## src/rtl/tick_scheduler.sv

```systemverilog
// Two-channel prescaler producing single-cycle clock-enable strobes.
// Latency: a tick is registered one cycle after its counter is seen at zero.
// Backpressure: cfg_ready drops for a channel while it holds a deferred period.
//
// Ports:
//   clock, reset            system clock; asynchronous active-high reset
//   enable                  global run enable, counters hold when low
//   cfg_valid / cfg_ready   configuration handshake (accept on valid && ready)
//   cfg_sel                 0 = debounce channel, 1 = display channel
//   cfg_restart             1 = load now and restart; 0 = load at next tick
//   cfg_period              new period P, tick interval is P+1 enabled cycles
//   tick_debounce           one-cycle strobe, channel 0
//   tick_display            one-cycle strobe, channel 1
//   pending                 bit i set while channel i holds a deferred period
module tick_scheduler #(
    parameter int WIDTH        = 20,
    parameter int DEB_DEFAULT  = 131071,
    parameter int DISP_DEFAULT = 8191
) (
    input  logic             clock,
    input  logic             reset,
    input  logic             enable,
    input  logic             cfg_valid,
    output logic             cfg_ready,
    input  logic             cfg_sel,
    input  logic             cfg_restart,
    input  logic [WIDTH-1:0] cfg_period,
    output logic             tick_debounce,
    output logic             tick_display,
    output logic [1:0]       pending
);

    localparam logic [WIDTH-1:0] DEB_RST  = WIDTH'(DEB_DEFAULT);
    localparam logic [WIDTH-1:0] DISP_RST = WIDTH'(DISP_DEFAULT);

    // Index 0 = debounce, index 1 = display.
    logic [1:0][WIDTH-1:0] cnt;
    logic [1:0][WIDTH-1:0] per;
    logic [1:0][WIDTH-1:0] pend;
    logic [1:0]            tick;
    logic                  accept;
    logic [1:0]            hit;

    // A channel with a queued deferred value refuses further requests, so a
    // queued value can never be overwritten or discarded by a restart.
    assign cfg_ready = !pending[cfg_sel];
    assign accept    = cfg_valid && cfg_ready;
    assign hit       = accept ? (cfg_sel ? 2'b10 : 2'b01) : 2'b00;

    assign tick_debounce = tick[0];
    assign tick_display  = tick[1];

    always_ff @(posedge clock or posedge reset) begin
        if (reset) begin
            cnt     <= {DISP_RST, DEB_RST};
            per     <= {DISP_RST, DEB_RST};
            pend    <= '0;
            pending <= '0;
            tick    <= '0;
        end else begin
            for (int i = 0; i < 2; i++) begin
                if (hit[i] && cfg_restart) begin
                    // Restart overrides any tick that would fire this cycle.
                    per[i]     <= cfg_period;
                    cnt[i]     <= cfg_period;
                    pending[i] <= 1'b0;
                    tick[i]    <= 1'b0;
                end else begin
                    if (enable && (cnt[i] == '0)) begin
                        tick[i] <= 1'b1;
                        if (pending[i]) begin
                            per[i]     <= pend[i];
                            cnt[i]     <= pend[i];
                            pending[i] <= 1'b0;
                        end else begin
                            cnt[i] <= per[i];
                        end
                    end else begin
                        tick[i] <= 1'b0;
                        if (enable) begin
                            cnt[i] <= cnt[i] - WIDTH'(1);
                        end
                    end
                    // A deferred accept is only possible while pending[i] is
                    // clear, so a boundary in this same cycle reloads the old
                    // period and the new one waits for the following boundary.
                    if (hit[i]) begin
                        pend[i]    <= cfg_period;
                        pending[i] <= 1'b1;
                    end
                end
            end
        end
    end

endmodule

```

## config.mk

```make
export PLATFORM = sky130hd
export DESIGN_NAME = tick_scheduler
export DESIGN_NICKNAME = d
export VERILOG_FILES = /design/src/rtl/tick_scheduler.sv
export SDC_FILE = /design/constraint.sdc
export NUM_CORES = 1
export LEC_CHECK = 0
export ABC_AREA = 1
export BUFFER_PORTS_ARGS = -buffer_cell sky130_fd_sc_hd__buf_2
export CAP_MARGIN = 10
export CORE_MARGIN = 4
export CORE_UTILIZATION = 30
export CTS_CLUSTER_SIZE = 25
export DETAILED_ROUTE_END_ITERATION = 8
export SYNTH_ARGS = -nofsm -noshare
export SYNTH_HDL_FRONTEND = slang
export SYNTH_SLANG_ARGS = --single-unit
```

## constraint.sdc

```tcl
create_clock -name clock -period 7.75 [get_ports clock]
set_input_delay 0 -clock clock [delete_from_list [all_inputs] [get_ports clock]]
set_output_delay 0 -clock clock [all_outputs]
set_load 0.005 [all_outputs]
```

### Word level (Yosys, flattened, before mapping)

Cells that the tools add are included.

* register bits: 124
* latch bits: 0
* bits in writable memories: 0
* memory bits (read-only): 0
* word-level logic and storage cells: 56
* memories kept: 0

* add/sub/neg operators: 2
* multipliers: 0
* divide/modulo/power cells: 0
* $lt $le $gt $ge: 1
* equality and inequality tests: 0
* shift operators: 0
* muxes and demuxes: 26
* bitwise logic cells: 2
* reductions and logical operators: 16

Operators by type and width (number)
* $mux W20: 12
* $logic_not A20 Y1: 2
* $sub A20 B1 Y20 const B: 2
* $mux W1: 12
* $reduce_bool A3 Y1: 4
* $logic_and A1 B1 Y1: 5
* $mux W2: 2
* $reduce_and A2 Y1: 2
* $reduce_bool A2 Y1: 2
* $lt A1 B2 Y1 const B: 1
* $not A1 Y1: 2
* $logic_not A1 Y1: 1

### Logic depth before layout (Yosys ltp)

* depth after elaboration: 8
* depth in mapped cells: 14
* depth with buffers taken out: 13

### Worst setup path before layout

OpenSTA, ideal clock, no wires.

* path kind: reg-to-reg
* from: register cnt[20] (netlist name)
* to: register cnt[33] (netlist name)
* library setup time: 117 ps
* arrival time: 1492 ps
* required time: 7633 ps
* slack: 6141 ps
* stages on the path, launching flop included: 14
* path buffers: 1
* period minus slack after synthesis: 1609 ps
* cells stage by stage: dfstp_2 inv_1 ha_1 inv_1 nor2_1 nand2_1 nor2_1 nand3_2 nand2_2 buf_4 nand2_1 nand2_1 nor2_1 nor2_1

* longest elaborated chain between the ends: 4
* elaborated cells on any way between the ends: 7
* those cells by class: add/sub: 1; mux: 3; reduce/logical: 3

RTL lines
* start, declared: RTL line 37 `logic [1:0][WIDTH-1:0] cnt;`
* start signal, assigned: RTL line 55 `cnt <= {DISP_RST, DEB_RST};`
* start signal, assigned by index: RTL line 65 `cnt[i] <= cfg_period;`
* start signal, assigned by index: RTL line 73 `cnt[i] <= pend[i];`
* $sub A20 B1 Y20 / $logic_not A20 Y1 (equally long branches): RTL line 81, 69
* $mux W20 / $logic_and A1 B1 Y1 (equally long branches): RTL line 80, 69
* $mux W20: RTL line 69 `if (enable && (cnt[i] == '0)) begin`
* $mux W20: RTL line 62 `if (hit[i] && cfg_restart) begin`

Several ways; a longest one is shown, not always the timed one. The select of a mux whose other input is x is not followed.
A chain may end at the register's enable or synchronous reset.

### Final worst setup path

* from: register pending[1]
* to: register cnt[38] (netlist name)

* longest elaborated chain between the ends: 7
* elaborated cells on any way between the ends: 10
* those cells by class: mux: 6; reduce/logical: 4

RTL lines
* start, declared: RTL line 30 `output logic [1:0] pending`
* start signal, assigned: RTL line 58 `pending <= '0;`
* start signal, assigned by index: RTL line 66 `pending[i] <= 1'b0;`
* start signal, assigned by index: RTL line 74 `pending[i] <= 1'b0;`
* $mux W1 (implied by the code) (2 in series): RTL line 46 `assign cfg_ready = !pending[cfg_sel];`
* $logic_not A1 Y1: RTL line 46
* $logic_and A1 B1 Y1: RTL line 47 `assign accept = cfg_valid && cfg_ready;`
* $mux W2: RTL line 48 `assign hit = accept ? (cfg_sel ? 2'b10 : 2'b01) : 2'b00;`
* $logic_and A1 B1 Y1: RTL line 62
* $reduce_bool A3 Y1 (no line) / $mux W20 (equally long branches)

Several ways; a longest one is shown, not always the timed one. The select of a mux whose other input is x is not followed.

==> results.py <==
metrics = {
    "status": {
        "status": "completed",
    },
    "layout": {
        "n_antenna_cell": 0,
        "fill_cells": 2487,
        "fin_nets": 1081,
        "most-common-layout-cells": "nand2_1 (362), o21ai_0 (128), nor2_1 (119)",
        "final_common_cell": "nand2_1",
        "drive_gt1_share_pct": 13.9,
        "syn2layout_area_growth_pct": 15.5,
    },
    "floorplanning": {
        "fp.dieH_um": 163,
        "initial_core_util_pct": 30.5,
        "rows": 56,
        "dieArea_um2": 26400,
        "core_um2": 23500,
        "io_pins": 31,
        "fp.dieW_um": 163,
    },
    "setup_path": {
        "worstSetupPathType": "flop to flop",
        "path_cells": "buf_4, nor2_4, nand3_4, nand2_1, inv_1, a21oi_1, a21oi_1",
        "crit_required_ns": 8.04,
        "max_stage_delay_ns": 0.90,
        "critical_path.startpoint_type": "flop",
        "endpoint_kind": "flop",
        "cp_slowest_cell": "nand2_1",
        "crit_path_max_fanout": 34,
        "crit_top_cell": "a21oi_1",
        "critPathArrivalTime_ns": 3.08,
    },
    "yosys": {
        "synth-seq-cells": 124,
        "synth_xor_xnor_area_share_pct": 1.10,
        "syn_inst": 1017,
        "synthMuxAreaShare_pct": 0,
        "synth.distinct_cells": 33,
        "netlist_area_um2": 7160,
        "synth_fp_nets": 1047,
        "synth_area_leaders": "dfrtp_1 (22%), dfstp_2 (22%), nand2_1 (19%), o21ai_0 (8.9%), nor2_1 (6.2%)",
        "synth-simple-area-share_pct": 32.8,
        "avgSynthCellArea_um2": 7.04,
        "yosysWarnings": 0,
        "synth_top_family_by_area": "simple AND/OR/NAND/NOR gates",
        "synthAdderAreaFrac_pct": 0.699,
        "synth_seq_area_share_pct": 44.4,
        "synth_top_area_share_pct": 22.4,
        "synth_compound_area_share_pct": 12.4,
        "synth_top_cell_by_area": "dfrtp_1",
    },
    "drt": {
        "wire_per_inst_um": 13.3,
        "drtPass1Iterations": 5,
        "drtIter0Drc": 472,
        "viasPerCell": 4.60,
        "wl_mm": 18.4,
        "vias": 6361,
        "ant_nets": 0,
        "drc": 0,
    },
    "sta": {
        "finalSetupViolCount": 0,
        "slew_viol_final": 0,
        "fmaxAchievable_mhz": 359,
        "fin_crit_sh_pct": 36.0,
        "grt_setup_unrepaired": "no",
        "post-route-min-period_ns": 2.79,
        "setup_tns_ns": 0,
        "max_slew_margin_pct": 31.3,
        "clock-skew-final_ns": 0.0106,
        "tightestPinTransition_ns": 1.03,
        "hold_viol_final": 0,
        "hold_slack_ns": 0.0541,
    },
    "clock_tree": {
        "cts_sinks": 124,
        "cts_max_level": 4,
        "numCtsBuffers": 17,
        "clk_pin_slew_worst_paths_ns": 0.06,
        "clk_path_buf_depth": 2,
        "cts_setup_buffers": 0,
        "cts_tree": "done",
        "clock_tree.root_cell": "clkbuf_16",
        "clkLatencyLatePin_ns": 0.42,
    },
    "place": {
        "gp_congestion": 0.915,
        "dp_hpwl_mm": 12.8,
        "port_buffers": 30,
    },
    "global_routing": {
        "grt_util_all_layers_pct": 14.5,
        "grt_pass1_vias": 6069,
        "grt_pass1_wl_mm": 31.1,
        "antenna_found_initial": 0,
        "grt_remaining_overflow": 0,
        "grt_max_degree": 66,
    },
    "pwr": {
        "power_density_nw_per_um2": 260,
        "peakVddDrop_uv": 136,
        "leakagePower_nw": 4.03,
    },
    "flow_run": {
        "maxCapViolCount": 0,
    },
    "min_path": {
        "hold_path.class": "input port to flop",
    },
}
==> logic make-up after synthesis <==
kind of cell / after synthesis
AND/OR/NAND/NOR: 564
AO/OA/AOI/OAI: 168
buffers and inverters: 148
flip-flops: 124
XOR/XNOR: 9
adder cells (fa/ha/maj): 4
==> where the power goes <==
group	leakage, nW	switching (mW)	internal [mW]
logic	2.34	0.290	0.184
clock network	0.257	0.284	0.431
registers	1.43	0.103	0.855
==> metrics by stage <==
step                cell area, um2  worst slack (ns)  util, %  instances  power, mW
CTS                           8270              4.94     35.3       1383       2.17
detailed placement            7540              4.94     32.1       1330       1.43
finish                        8270              4.96     35.3       1383       2.15
global route                  8270              4.68     35.3       1383       2.30
floorplan                     7160              4.55        -       1017       1.31
global placement              7540              4.98     32.1       1330       1.42
==> worst max-delay path: cells and delay by family, from the launching register on <==
family	cells	cell delay, ns
buffers and inverters	2	0.59
AND/OR/NAND/NOR	3	1.39
flip-flops	1	0.35
AO/OA/AOI/OAI	2	0.30
==> synth_stat cells <==
cell type and n:
o21ai_1 1, nor2_2 5, nand3_4 3, buf_2 17, a21o_1 3, nor2b_1 1
a22oi_2 3, buf_1 1, ha_1 4, or2_2 1, xor2_1 7, dfrtp_1 64
nand4_1 11, nand2_1 362, buf_6 2, inv_2 5, inv_1 101, a21oi_1 26
o211ai_1 7, clkinv_1 1, nand2_2 1, dfstp_2 60, xnor2_1 2, nand3_1 37
nor3_1 6, clkbuf_1 15, nand3b_1 11, nand2_4 2, nor2_1 119, nand3_2 1
o21ai_0 128, nor2_4 4, buf_4 6
==> sequential cells by signal, summed over array words and instances, names as in the netlist <==
register / cells
tick: 2
pend: 40
per: 40
pending: 2
cnt: 40
==> cell type report <==
cell class	instances	area, um2	share of cell area (%)
inverter	107	404	4.88
multi-input combinational	745	3370	40.7
clock inverter	7	40.0	0.484
clock buffer	25	485	5.87
sequential	124	3180	38.4
tap	319	399	4.82
timing repair buffer	56	398	4.81
==> path summary, 6_finish.rpt <==
kind | slack [ns] | from | cells after the start | end
max | 4.96 | pending[1] | 7 | cnt[38]
min | 0.05 | enable | 5 | cnt[7]
max reg2reg | 4.96 | pending[1] | 7 | cnt[38]
min reg2reg | 0.48 | pend[8] | 2 | pend[8]
max in group asynchronous | 6.13 | reset | 4 | cnt[17]
min in group asynchronous | 0.27 | reset | 3 | tick[1]
==> what timing repair did <==
| item | in CTS | in global routing |
|---|---|---|
| hold buffers | 21 | 0 |
| endpoints found under the hold margin | 89 | 0 |
| gates resized for setup | 0 | 0 |
==> per-layer routing <==
metal  vias up  track usage [%]  routed length [um]  share of wire [%]
met5         -                0                   0                  0
met4         0             3.73                 223                1.2
met3        20             3.01                 681                3.7
met2       121             23.1                8460                 46
met1      2945             20.3                9070                 49
li1       3275                -                   -                  -
Note: power is estimated with default switching activity, not from simulation.
